===== src/rtl/booth_seq_ctrl.sv =====
// booth_seq_ctrl
// ---------------------------------------------------------------------------
// Iterative radix-2 Booth multiplier sequencer.
// Signed WIDTH x WIDTH operands give a signed 2*WIDTH product.
// One Booth step is taken per clock, for exactly WIDTH steps.
// The add/subtract itself is done by an external combinational
// adder_subractor. This block drives its i0/i1/cin and consumes its sum
// in the same cycle.
//
// Ports
//   clk           system clock, all state updates on the rising edge
//   rst           synchronous active-high reset
//   in_valid      operand pair valid
//   in_ready      block can accept operands (IDLE only)
//   multiplicand  signed M
//   multiplier    signed Q
//   as_i0         to adder i0, accumulator A
//   as_i1         to adder i1, registered M
//   as_cin        to adder cin, 1 = subtract, 0 = add (only non-zero in RUN)
//   as_sum        from adder sum, combinational in the same cycle
//   out_valid     product valid (DONE)
//   out_ready     consumer accepts product
//   product       {A,Q} in DONE, zero otherwise
//   busy          high in RUN or DONE
//
// Build option
//   BOOTH_ZERO_BYPASS_EN: when defined, a zero multiplicand or multiplier
//   skips the RUN steps. The block goes straight to DONE with a zero product.
// ---------------------------------------------------------------------------
module booth_seq_ctrl #(
    parameter int WIDTH = 32,
    parameter int CNT_W = 5
) (
    input  logic                 clk,
    input  logic                 rst,
    input  logic                 in_valid,
    output logic                 in_ready,
    input  logic [WIDTH-1:0]     multiplicand,
    input  logic [WIDTH-1:0]     multiplier,
    output logic [WIDTH-1:0]     as_i0,
    output logic [WIDTH-1:0]     as_i1,
    output logic                 as_cin,
    input  logic [WIDTH-1:0]     as_sum,
    output logic                 out_valid,
    input  logic                 out_ready,
    output logic [2*WIDTH-1:0]   product,
    output logic                 busy
);

    typedef enum logic [1:0] {
        IDLE = 2'd0,
        RUN  = 2'd1,
        DONE = 2'd2
    } state_t;

    localparam logic [CNT_W-1:0] LAST_CNT = CNT_W'(WIDTH - 1);

    state_t             state;
    state_t             state_nxt;
    logic [WIDTH-1:0]   a_reg;
    logic [WIDTH-1:0]   q_reg;
    logic [WIDTH-1:0]   m_reg;
    logic               q_m1;
    logic [CNT_W-1:0]   cnt;

    logic               do_op;
    logic               ovf;
    logic [WIDTH-1:0]   r;
    logic               s;

`ifdef BOOTH_ZERO_BYPASS_EN
    logic               zero_op;
    assign zero_op = (multiplicand == '0) || (multiplier == '0);
`endif

    // The adder always sees the register values. Only cin is gated to RUN,
    // so the adder idles in add mode outside a multiplication.
    assign as_i0  = a_reg;
    assign as_i1  = m_reg;
    assign as_cin = (state == RUN) && q_reg[0] && !q_m1;

    // Booth step result and the shift-in bit.
    // The sign of the shifted accumulator has to be the sign of the true
    // (WIDTH+1)-bit sum. When the adder overflows, its MSB is inverted.
    // This is what makes M = most-negative value come out right.
    always_comb begin
        do_op = q_reg[0] ^ q_m1;
        ovf   = 1'b0;
        r     = a_reg;
        s     = a_reg[WIDTH-1];
        if (do_op) begin
            r = as_sum;
            if (as_cin) begin
                ovf = (a_reg[WIDTH-1] != m_reg[WIDTH-1]) &&
                      (as_sum[WIDTH-1] != a_reg[WIDTH-1]);
            end else begin
                ovf = (a_reg[WIDTH-1] == m_reg[WIDTH-1]) &&
                      (as_sum[WIDTH-1] != a_reg[WIDTH-1]);
            end
            s = r[WIDTH-1] ^ ovf;
        end
    end

    // State register
    always_ff @(posedge clk) begin
        if (rst) begin
            state <= IDLE;
        end else begin
            state <= state_nxt;
        end
    end

    // Next-state and handshake outputs.
    // DONE returns to IDLE only through the out_ready handoff. A new operand
    // therefore cannot be taken in the same cycle the product leaves.
    always_comb begin
        state_nxt = state;
        in_ready  = 1'b0;
        out_valid = 1'b0;
        busy      = 1'b0;
        product   = '0;
        case (state)
            IDLE: begin
                in_ready = 1'b1;
                if (in_valid) begin
`ifdef BOOTH_ZERO_BYPASS_EN
                    state_nxt = zero_op ? DONE : RUN;
`else
                    state_nxt = RUN;
`endif
                end
            end
            RUN: begin
                busy = 1'b1;
                if (cnt == LAST_CNT) begin
                    state_nxt = DONE;
                end
            end
            DONE: begin
                busy      = 1'b1;
                out_valid = 1'b1;
                product   = {a_reg, q_reg};
                if (out_ready) begin
                    state_nxt = IDLE;
                end
            end
            default: begin
                state_nxt = IDLE;
            end
        endcase
    end

    // Datapath registers.
    // Each RUN cycle performs {A,Q,q_m1} <= {s,R,Q}, which is an arithmetic
    // shift right of the step result together with the multiplier.
    always_ff @(posedge clk) begin
        if (rst) begin
            a_reg <= '0;
            q_reg <= '0;
            m_reg <= '0;
            q_m1  <= 1'b0;
            cnt   <= '0;
        end else begin
            case (state)
                IDLE: begin
                    if (in_valid) begin
                        m_reg <= multiplicand;
                        q_reg <= multiplier;
                        a_reg <= '0;
                        q_m1  <= 1'b0;
                        cnt   <= '0;
`ifdef BOOTH_ZERO_BYPASS_EN
                        if (zero_op) begin
                            q_reg <= '0;
                        end
`endif
                    end
                end
                RUN: begin
                    a_reg <= {s, r[WIDTH-1:1]};
                    q_reg <= {r[0], q_reg[WIDTH-1:1]};
                    q_m1  <= q_reg[0];
                    cnt   <= cnt + 1'b1;
                end
                default: begin
                end
            endcase
        end
    end

endmodule

===== config.mk =====
export PLATFORM = sky130hd
export DESIGN_NAME = booth_seq_ctrl
export DESIGN_NICKNAME = d
export VERILOG_FILES = /design/src/rtl/booth_seq_ctrl.sv
export SDC_FILE = /design/constraint.sdc
export NUM_CORES = 1
export LEC_CHECK = 0
export ABC_CLOCK_PERIOD_IN_PS = 3100
export BUFFER_PORTS_ARGS = -buffer_cell sky130_fd_sc_hd__buf_4
export CORE_MARGIN = 5
export CORE_UTILIZATION = 51
export DETAILED_ROUTE_END_ITERATION = 7
export PLACE_DENSITY_LB_ADDON = 0.2
export SLEW_MARGIN = 20
export SYNTH_ARGS = -nofsm -noshare
export SYNTH_HDL_FRONTEND = slang
export SYNTH_SLANG_ARGS = --single-unit

===== constraint.sdc =====
create_clock -name clk -period 3.1 [get_ports clk]
set_input_delay 0.62 -clock clk [delete_from_list [all_inputs] [get_ports clk]]
set_output_delay 0.62 -clock clk [all_outputs]
set_load 0.05 [all_outputs]

==> results of run 1 <==
-- power by group through the flow --
stage	sequential, uW	combinational (uW)	clock, uW
finish	1940	3020	784
global route	1980	3270	862
CTS	1930	3030	804
detailed placement	1960	3020	0
global placement	1940	2930	0
floorplan	2230	2010	0
-- layout by cell type, fill, tap and decap left out, types with 3 or more instances in the layout --
master,Yosys,final
nor2_1,72,72
a211oi_1,10,10
dfxtp_1,104,104
ha_1,6,5
inv_1,27,27
mux2_2,32,32
a21oi_1,54,54
nand2_1,69,69
mux2i_1,34,34
o22ai_1,21,21
a22oi_1,34,34
inv_6,0,3
buf_4,7,239
a221o_1,21,21
clkbuf_8,0,9
and2_1,46,46
-- worst max-delay path by stage --
| stage | startpoint | to | slack (ns) | depth (start not counted) |
|---|---|---|---|---|
| floorplan | state[0]$_SDFFE_PP0P_ | product[10] | 0.48 | 5 |
| global placement | state[0]$_SDFFE_PP0P_ | as_i0[9]$_SDFFE_PP0P_ | 0.75 | 7 |
| detailed placement | state[0]$_SDFFE_PP0P_ | as_i0[14]$_SDFFE_PP0P_ | 0.62 | 7 |
| CTS | state[1]$_SDFFE_PP0P_ | as_cin | 0.44 | 4 |
| global route | state[1]$_SDFFE_PP0P_ | as_cin | 0.32 | 4 |
| finish | state[1]$_SDFFE_PP0P_ | as_cin | 0.45 | 4 |
-- layout make-up --
type | count | area share, %
Sequential cell | 104 | 29.6
Tap cell | 133 | 2.37
Clock buffer | 9 | 1.76
Multi-Input combinational cell | 418 | 38.5
Inverter | 27 | 1.44
Clock inverter | 7 | 0.748
Timing Repair Buffer | 239 | 25.5
-- Yosys cell counts --
| cell type | number | area [um^2] |
|---|---|---|
| nor4_1 | 1 | 6.26 |
| o221a_2 | 1 | 11.3 |
| nor2b_1 | 1 | 6.26 |
| xor2_2 | 1 | 16.3 |
| a21oi_4 | 1 | 16.3 |
| a31oi_1 | 1 | 6.26 |
| mux2i_1 | 34 | 340 |
| nor3_1 | 1 | 5.00 |
| xor2_1 | 2 | 17.5 |
| a211oi_1 | 10 | 75.1 |
| dfxtp_1 | 104 | 2080 |
| a21o_1 | 1 | 7.51 |
| o21ai_0 | 1 | 5.00 |
| inv_1 | 27 | 101 |
| nand4_1 | 1 | 6.26 |
| a2111oi_0 | 1 | 8.76 |
| xnor2_1 | 1 | 8.76 |
| nor2_1 | 72 | 270 |
| a22oi_1 | 34 | 255 |
| a221o_1 | 21 | 210 |
| o22ai_1 | 21 | 131 |
| and3b_1 | 1 | 8.76 |
| and2_1 | 46 | 288 |
| a211o_1 | 1 | 8.76 |
| nand2b_1 | 1 | 6.26 |
| a21oi_1 | 54 | 270 |
| and3_1 | 1 | 6.26 |
| o211ai_1 | 1 | 7.51 |
| clkbuf_1 | 28 | 105 |
| nand2_1 | 69 | 259 |
| ha_1 | 6 | 75.1 |
| mux2_2 | 32 | 360 |
| buf_4 | 7 | 52.6 |
| buf_1 | 11 | 41.3 |
| buf_2 | 7 | 35.0 |
-- logic make-up after synthesis --
| group | Yosys count | synth area share, % |
|---|---|---|
| AND/OR/NAND/NOR | 194 | 16.9 |
| AO/OA/AOI/OAI | 148 | 19.8 |
| flip-flops | 104 | 40.7 |
| buffers and inverters | 80 | 6.56 |
| multiplexers | 66 | 13.7 |
| adder cells (fa/ha/maj) | 6 | 1.47 |
| XOR/XNOR | 4 | 0.832 |
-- layer usage --
| layer | track usage [%] | vias to the layer above | routed length [um] |
|---|---|---|---|
| li1 | - | 2479 | - |
| met1 | 29.5 | 2413 | 5880 |
| met2 | 43.7 | 192 | 7830 |
| met3 | 7.51 | 27 | 1310 |
| met4 | 8.53 | 0 | 378 |
| met5 | 0 | - | 0 |
-- stage by stage --
step           cell area (um^2)  worst slack (ns)  total power [uW]  cells
3_5_place_dp               6850             0.619              4980    921
3_3_place_gp               6850             0.753              4870    921
5_1_grt                    7030             0.324              6110    937
4_1_cts                    7030             0.435              5760    937
2_1_floorplan              5110             0.476              4240    602
6_report                   7030             0.449              5750    937
-- worst min-delay path: cells and delay by family (launching register included) --
family             cells  cell delay (ns)
AOI/OAI and AO/OA      1             0.05
DFF                    1             0.32
and+or+nand+nor        1             0.05
==> flow_metrics.py, run 1 <==
metrics = {
    "run_status": {
        "status": "finished, final reports clean",
    },
    "clock_network": {
        "numClockSinks": 104,
        "clock_latency_ns": 0.37,
        "cts_root_buf": "clkbuf_8",
        "path_clk_slew_ns": 0.10,
        "cts_hold_buf": 0,
        "cts_resized": 0,
        "h-tree-depth": 3,
        "cts_setup_buffers": 0,
        "cts_tree": "yes",
        "clock_path_buffers": 2,
        "cts-buffers-inserted": 9,
    },
    "sta": {
        "max_freq_mhz": 377,
        "clock_skew_ns": 0.0102,
        "slew_viol_final": 0,
        "finalHoldWorstSlack_ns": 0.461,
        "rsz0062_at_grt": "false",
        "maxSlewHeadroom_pct": 29.9,
        "min_period_over_period_pct": 85.5,
        "worstMarginPinSlew_ns": 1.05,
        "hold_violations": 0,
        "fin_crit_ns": 2.65,
        "setup-violations-final": 0,
        "setup_tns_ns": 0,
    },
    "die": {
        "die_w_um": 110,
        "dieArea_um2": 12100,
        "initial_utilization_pct": 52.3,
        "core_um2": 9770,
        "rows": 36,
        "die_h_um": 110,
        "boundaryPins": 232,
    },
    "detailed_routing": {
        "viasPerCell": 5.45,
        "drt_iter0_markers": 270,
        "firstDrtPassIters": 5,
        "routed_wl_um": 15400,
        "wl_per_cell_um": 16.4,
        "vias": 5111,
        "drc": 0,
        "ant_nets": 0,
    },
    "synthesis": {
        "syn_inst": 602,
        "synth_area_um2": 5110,
        "synth_nets": 708,
        "yosysSeqAreaShare_pct": 40.7,
        "ys_ff_latch": 104,
        "yosys_warnings": 0,
        "ys_types": 35,
        "syn_area_per_cell_um2": 8.49,
    },
    "global_routing": {
        "overflow": 0,
        "antenna_found_initial": 0,
        "grt_pass1_vias": 5147,
        "grt_pass1_wl_um": 24500,
        "track_usage_pct": 25.1,
        "grt_max_degree": 72,
    },
    "worst_setup_path": {
        "crit_path_top_delay_cell": "ha_2",
        "cp.arrival_ns": 2.03,
        "end_kind": "output port",
        "timing.rr.end": "as_i0[14]$_SDFFE_PP0P_",
        "required_ns": 2.48,
        "start_kind": "register",
        "crit_family": "adder cells",
        "ff2ff_setup_slack_ns": 0.56,
        "rr_worst_depth": 7,
        "r2r-start": "state[0]$_SDFFE_PP0P_",
        "path_cells": "inv_1, ha_2, and3b_1, buf_4",
        "path_buf_inv": 2,
        "crit_type": "register to output port",
        "path_max_fanout": 25,
        "slowest_delay_ns": 0.65,
    },
    "hold_path": {
        "hp-class": "register to register",
        "holdPathStages": 2,
        "hold_end": "as_i1[3]$_SDFFE_PP0P_",
        "holdCritStartpoint": "as_i1[3]$_SDFFE_PP0P_",
    },
    "placement": {
        "io_buffer_count": 231,
        "place.gp.congestion": 0.822,
        "dp_hpwl_um": 11100,
    },
    "pwr": {
        "clkPwrFrac_pct": 13.6,
        "switchingPower_uw": 2670,
        "p_int_uw": 3080,
        "power.leakage_uw": 0.00317,
        "pwr-share-comb_pct": 52.6,
        "irDropWorstVdd_v": 0.000394,
        "p_per_area_nw_per_um2": 818,
        "switching_share_pct": 46.5,
        "power_frac_seq_pct": 33.7,
    },
    "final_layout": {
        "utilization_pct": 71.9,
        "multiInputGateArea_um2": 2710,
        "drive_above_1_share_pct": 36.2,
        "final_nets": 905,
        "fillers": 781,
        "area_growth_pct": 37.5,
        "diodes": 0,
        "register_area_um2": 2080,
    },
    "flow_run": {
        "max-cap-violations": 0,
    },
}
(Power assumes the default switching activity.)
==> run 2: changes to the inputs <==
- ABC_AREA: unset -> 1
- CORE_MARGIN: 5 -> unset
==> run 2 against run 1 <==
  * Setup slack improved by 0.080 ns
  * Critical path type unchanged
  * Clock skew rose by 0.0064 ns
  * Register-to-register slack better by 0.34 ns
  * Non-clock buffer count rose by 4
  * Critical path depth up 2
  * Cell area is 1.6% higher
  * Utilization grew 0.47 points
  * Global-route usage shrank 0.68 points
==> flow_metrics.py, run 2 <==
metrics = {
    "run_status": {
        "status": "finished, final reports clean",
    },
    "final_layout": {
        "diodes": 0,
        "final_cell_mix": "311 x nand2_1, 242 x buf_4, 140 x inv_1",
        "final_cells": 1185,
        "final_common_cell": "nand2_1",
        "area_growth_pct": 36.7,
        "fillers": 893,
        "multiInputGateArea_um2": 2340,
        "utilization_pct": 72.4,
        "final_nets": 1153,
        "register_area_um2": 2080,
        "drive_above_1_share_pct": 25.2,
    },
    "worst_setup_path": {
        "crit_start": "state[0]$_SDFFE_PP0P_",
        "path_max_fanout": 41,
        "crit_top_cell": "inv_1",
        "path_cells": "inv_1, ha_2, buf_12, nand2_1, inv_1, buf_4",
        "path_buf_inv": 4,
        "end_kind": "output port",
        "start_kind": "register",
        "crit_type": "register to output port",
        "cp.arrival_ns": 1.95,
        "timing.rr.end": "as_i0[22]$_SDFFE_PP0P_",
        "ff2ff_setup_slack_ns": 0.90,
        "cp.depth": 6,
        "crit_end": "product[38]",
        "crit_path_top_delay_cell": "ha_2",
        "slowest_delay_ns": 0.55,
        "r2r-start": "state[1]$_SDFFE_PP0P_",
        "rr_worst_depth": 8,
        "crit_family": "buffers and inverters",
        "required_ns": 2.48,
    },
    "die": {
        "initial_utilization_pct": 53.0,
        "boundaryPins": 232,
        "die_h_um": 103,
        "dieArea_um2": 10700,
        "die_w_um": 103,
        "rows": 36,
        "core_um2": 9860,
    },
    "pwr": {
        "irDropWorstVdd_v": 0.000502,
        "power_frac_seq_pct": 33.2,
        "switching_share_pct": 49.8,
        "p_per_area_nw_per_um2": 780,
        "p_total_uw": 5570,
        "clkPwrFrac_pct": 13.9,
        "power.leakage_uw": 0.00402,
        "pwr-share-comb_pct": 52.9,
        "p_int_uw": 2790,
        "switchingPower_uw": 2780,
    },
    "synthesis": {
        "syn_area_per_cell_um2": 6.20,
        "synth_ff_type": "dfxtp_1",
        "synth_area_um2": 5220,
        "synth_mux_area_share_pct": 0,
        "synth_common_cells": "311 x nand2_1, 140 x inv_1, 104 x dfxtp_1",
        "synth_xor_area_share_pct": 0.168,
        "yosys.area_share.simple_pct": 31.4,
        "synth-edff-count": 0,
        "synth.most_common_cell": "nand2_1",
        "synth-async-reset-ratio_pct": 0,
        "yosys_warnings": 0,
        "synth_top_family_by_area": "simple AND/OR/NAND/NOR gates",
        "ys_types": 20,
        "synth-compound-area-share_pct": 11.7,
        "synth_nets": 949,
        "ys_ff_latch": 104,
        "yosys-top-cells-area": "dfxtp_1 40%, nand2_1 22%, inv_1 10%",
        "yosysSeqAreaShare_pct": 39.9,
        "yosys.area.top_type": "dfxtp_1",
        "yosys.area.top_type_share_pct": 39.9,
        "synthAdderAreaFrac_pct": 1.44,
        "syn_inst": 843,
    },
    "sta": {
        "min_period_over_period_pct": 82.9,
        "clock_skew_ns": 0.0166,
        "finalHoldWorstSlack_ns": 0.475,
        "max_freq_mhz": 389,
        "setup_tns_ns": 0,
        "worstMarginPinSlew_ns": 1.05,
        "fin_crit_ns": 2.57,
        "slew_viol_final": 0,
        "rsz0062_at_grt": "false",
        "maxSlewHeadroom_pct": 29.9,
        "setup-violations-final": 0,
        "hold_violations": 0,
    },
    "clock_network": {
        "numClockSinks": 104,
        "path_clk_slew_ns": 0.09,
        "h-tree-depth": 3,
        "cts_resized": 0,
        "clock_path_buffers": 2,
        "cts_hold_buf": 0,
        "cts_setup_buffers": 0,
        "cts-buffers-inserted": 9,
        "cts_tree": "yes",
        "cts_root_buf": "clkbuf_8",
        "clock_latency_ns": 0.36,
    },
    "flow_run": {
        "max-cap-violations": 0,
    },
    "global_routing": {
        "track_usage_pct": 24.5,
        "grt_max_degree": 58,
        "overflow": 0,
        "grt_pass1_wl_um": 20900,
        "grt_pass1_vias": 4768,
        "antenna_found_initial": 0,
    },
    "detailed_routing": {
        "drt_iter0_markers": 221,
        "firstDrtPassIters": 4,
        "drc": 0,
        "vias": 5529,
        "routed_wl_um": 13300,
        "wl_per_cell_um": 11.2,
        "ant_nets": 0,
        "viasPerCell": 4.67,
    },
    "placement": {
        "dp_hpwl_um": 9540,
        "dp.cells": 1169,
        "io_buffer_count": 231,
        "place.gp.congestion": 0.766,
    },
    "hold_path": {
        "holdPathStages": 2,
        "hp-class": "register to register",
    },
}
## run 2: changes by cell type in the layout (fill, tap and decap cells not counted), moves of 10 or more
cell	delta
and2_1	-46
o22ai_1	-21
mux2_2	-32
a221o_1	-21
o21ai_0	+44
a211oi_1	-10
mux2i_1	-34
a22oi_1	-34
nand2_1	+242
inv_1	+113
nand3_1	+36
## run 2: cells by family after synthesis
family / count (synthesis)
AND/OR/NAND/NOR: 421
XOR/XNOR: 1
adder cells (fa/ha/maj): 6
buffers and inverters: 193
AO/OA/AOI/OAI: 118
flip-flops: 104
## run 2: per-layer routing
metal	global-route usage, %	wire length, um	up-vias	share of wire [%]
li1	-	-	2920	-
met1	29.6	5740	2437	43
met2	44.6	6530	163	49
met3	5.44	895	9	6.7
met4	4.88	100	0	0.75
met5	0	0	-	0
## run 2: final cells by class
cell class / count / share of cell area (%)
multi-input combinational: 546 / 32.8
sequential: 104 / 29.2
timing repair buffer: 243 / 25.7
inverter: 143 / 7.54
tap: 133 / 2.33
clock buffer: 10 / 1.79
clock inverter: 6 / 0.683
## run 2: worst min-delay path by stage
stage	startpoint	endpoint	slack [ns]
6_report	cnt[4]$_SDFFE_PP0P_	cnt[4]$_SDFFE_PP0P_	0.47
2_1_floorplan	cnt[0]$_SDFFE_PP0P_	cnt[0]$_SDFFE_PP0P_	0.44
5_1_grt	multiplicand[5]	as_i1[5]$_SDFFE_PP0P_	0.49
3_5_place_dp	cnt[4]$_SDFFE_PP0P_	cnt[4]$_SDFFE_PP0P_	0.46
4_1_cts	cnt[4]$_SDFFE_PP0P_	cnt[4]$_SDFFE_PP0P_	0.48
3_3_place_gp	cnt[0]$_SDFFE_PP0P_	cnt[0]$_SDFFE_PP0P_	0.45
## run 2: power by group through the flow
stage	combinational (uW)	clock, uW	sequential [uW]
global route	3240	834	1890
CTS	2970	789	1850
finish	2950	776	1850
detailed placement	2960	0	1870
global placement	2940	0	1870
floorplan	1790	0	2330
## run 2: worst register-to-register path, cell delays in order, from the launching register on
cell	delay (ns)
dfxtp_1	0.33
inv_1	0.11
ha_1	0.37
nand2_4	0.26
nand2_2	0.16
clkinv_2	0.34
buf_4	0.35
nand2_1	0.08
a21oi_1	0.06
## run 2: per-stage QoR
stage / area, um^2 / worst slack, ns
after detailed placement: 6960 / 0.911
final: 7140 / 0.529
after global routing: 7140 / 0.365
after floorplan: 5220 / 0.587
after global placement: 6960 / 0.936
after CTS: 7140 / 0.513
==> run 3: changes to the inputs <==
- ABC_CLOCK_PERIOD_IN_PS: 3100 -> 2200
- CORE_UTILIZATION: 51 -> 43
- clock period: 3.1 -> 2.2 ns (I/O delays scaled with it)
==> run 3 against run 2 <==
  * The run now ends with design-rule violations left
  * Highest routed layer unchanged
  * Hold slack worse by 0.17 ns
  * Clock skew is 0.0090 ns lower
  * Utilization is 9.3 points lower
  * Setup slack worse by 0.37 ns
  * Sequential share of layout area is 0.76 points lower
  * Clock-buffer cell count stayed put
  * Cell count is 1.1% higher
  * Non-clock buffer count is 4 higher
  * Clock power is 120% higher
  * Critical path type unchanged
==> flow_metrics.py, run 3 (synthesized netlist as in run 2, its figures left out) <==
metrics = {
    "run_status": {
        "status": "complete, but fails checks",
        "violations": "design-rule violations",
    },
    "pwr": {
        "power.leakage_uw": 0.00412,
        "irDropWorstVdd_v": 0.000872,
        "p_per_area_nw_per_um2": 1160,
    },
    "final_layout": {
        "diodes": 0,
        "utilization_pct": 63.1,
        "final_common_cell": "nand2_1",
        "drive_above_1_share_pct": 25.4,
        "final_cell_mix": "311 x nand2_1, 245 x buf_4, 140 x inv_1",
        "final_nets": 1157,
        "area_growth_pct": 40.3,
    },
    "global_routing": {
        "grt_pass1_wl_um": 22900,
        "antenna_found_initial": 0,
        "grt_most_used_layer": "met2",
        "grtUsageMet2_pct": 38.5,
        "grt_util_met1_pct": 26.4,
        "overflow": 0,
        "grt_pass1_vias": 4935,
        "track_usage_pct": 22.3,
        "grt_max_degree": 57,
        "globalRouteMet3Util_pct": 8.86,
    },
    "clock_network": {
        "numClockSinks": 104,
        "path_clk_slew_ns": 0.07,
        "clock_latency_ns": 0.34,
        "clock_path_buffers": 2,
        "cts_resized": 0,
        "cts_tree": "yes",
        "cts_setup_buffers": 0,
        "h-tree-depth": 3,
        "cts_hold_buf": 0,
        "cts-buffers-inserted": 9,
        "cts_root_buf": "clkbuf_16",
    },
    "hold_path": {
        "holdPathStages": 2,
        "holdCritStartpoint": "rst",
        "hold_end": "cnt[4]$_SDFFE_PP0P_",
        "hp-class": "primary input to register",
    },
    "worst_setup_path": {
        "cp.arrival_ns": 1.61,
        "crit_path_top_delay_cell": "dfxtp_1",
        "start_kind": "register",
        "r2r-start": "state[1]$_SDFFE_PP0P_",
        "crit_type": "register to output port",
        "path_cells": "inv_1, ha_2, buf_12, nand2_1, inv_1, buf_4",
        "crit_top_cell": "inv_1",
        "end_kind": "output port",
        "slowest_delay_ns": 0.33,
        "required_ns": 1.76,
        "path_max_fanout": 56,
        "ff2ff_setup_slack_ns": 0.36,
        "rr_worst_depth": 8,
        "timing.rr.end": "q_reg[16]$_SDFFE_PP0P_",
    },
    "sta": {
        "setup-violations-final": 0,
        "max_freq_mhz": 489,
        "min_period_over_period_pct": 93.0,
        "clock_skew_ns": 0.00755,
        "setup_tns_ns": 0,
        "fin_crit_ns": 2.05,
        "slew_viol_final": 0,
        "worstMarginPinSlew_ns": 0.573,
        "hold_violations": 0,
        "finalHoldWorstSlack_ns": 0.302,
        "maxSlewHeadroom_pct": 61.8,
        "rsz0062_at_grt": "false",
    },
    "detailed_routing": {
        "routed_wl_um": 13900,
        "wl_per_cell_um": 11.6,
        "drc": 15,
        "drt_iter0_markers": 356,
        "viasPerCell": 4.63,
        "firstDrtPassIters": 7,
        "vias": 5541,
        "ant_nets": 0,
    },
    "die": {
        "die_w_um": 112,
        "rows": 39,
        "core_um2": 11600,
        "boundaryPins": 232,
        "dieArea_um2": 12600,
        "initial_utilization_pct": 45.0,
        "die_h_um": 112,
    },
    "placement": {
        "dp_hpwl_um": 9880,
        "io_buffer_count": 231,
        "place.gp.congestion": 0.777,
    },
    "flow_run": {
        "max-cap-violations": 0,
    },
}
run 3: layout make-up:
class                   count  area (um^2)
inverters                 143          538
multi-input cells         546         2340
flip-flops and latches    104         2080
clock buffers              10          229
well taps                 143          179
repair buffers            247         1880
clock inverters             5         82.6
fillers                  1162         4280
run 3: worst max-delay path by stage:
| stage | endpoint | startpoint |
|---|---|---|
| 3_3_place_gp | q_reg[9]$_SDFFE_PP0P_ | state[0]$_SDFFE_PP0P_ |
| 6_report | product[31] | state[0]$_SDFFE_PP0P_ |
| 5_1_grt | product[6] | state[0]$_SDFFE_PP0P_ |
| 4_1_cts | product[21] | state[0]$_SDFFE_PP0P_ |
| 2_1_floorplan | product[32] | state[0]$_SDFFE_PP0P_ |
| 3_5_place_dp | q_reg[16]$_SDFFE_PP0P_ | state[0]$_SDFFE_PP0P_ |
run 3: layer usage:
metal,routed length [um],share of wire (%)
met1,5900,42
met2,6630,48
met3,1330,9.5
met4,73,0.52
met5,0,0
run 3: where the power goes:
group	internal [uW]	switching [uW]
sequential	2310	300
combinational	1260	2990
clock	994	683
total	4560	3970
run 3: per-stage QoR:
stage / instances / area [um^2] / setup slack [ns] / power [uW]
floorplan: 843 / 5230 / 0.0125 / 5820
global placement: 1183 / 7020 / 0.429 / 6890
detailed placement: 1183 / 7020 / 0.369 / 6930
CTS: 1198 / 7330 / 0.126 / 8620
global route: 1198 / 7330 / 0.0138 / 9150
finish: 1198 / 7330 / 0.155 / 8530
run 3: critical path, delay by kind of cell (launching register included):
family / cells / cell delay, ns
DFF: 1 / 0.33
and+or+nand+nor: 1 / 0.09
adders and majority gates: 1 / 0.23
buffers and inverters: 4 / 0.60
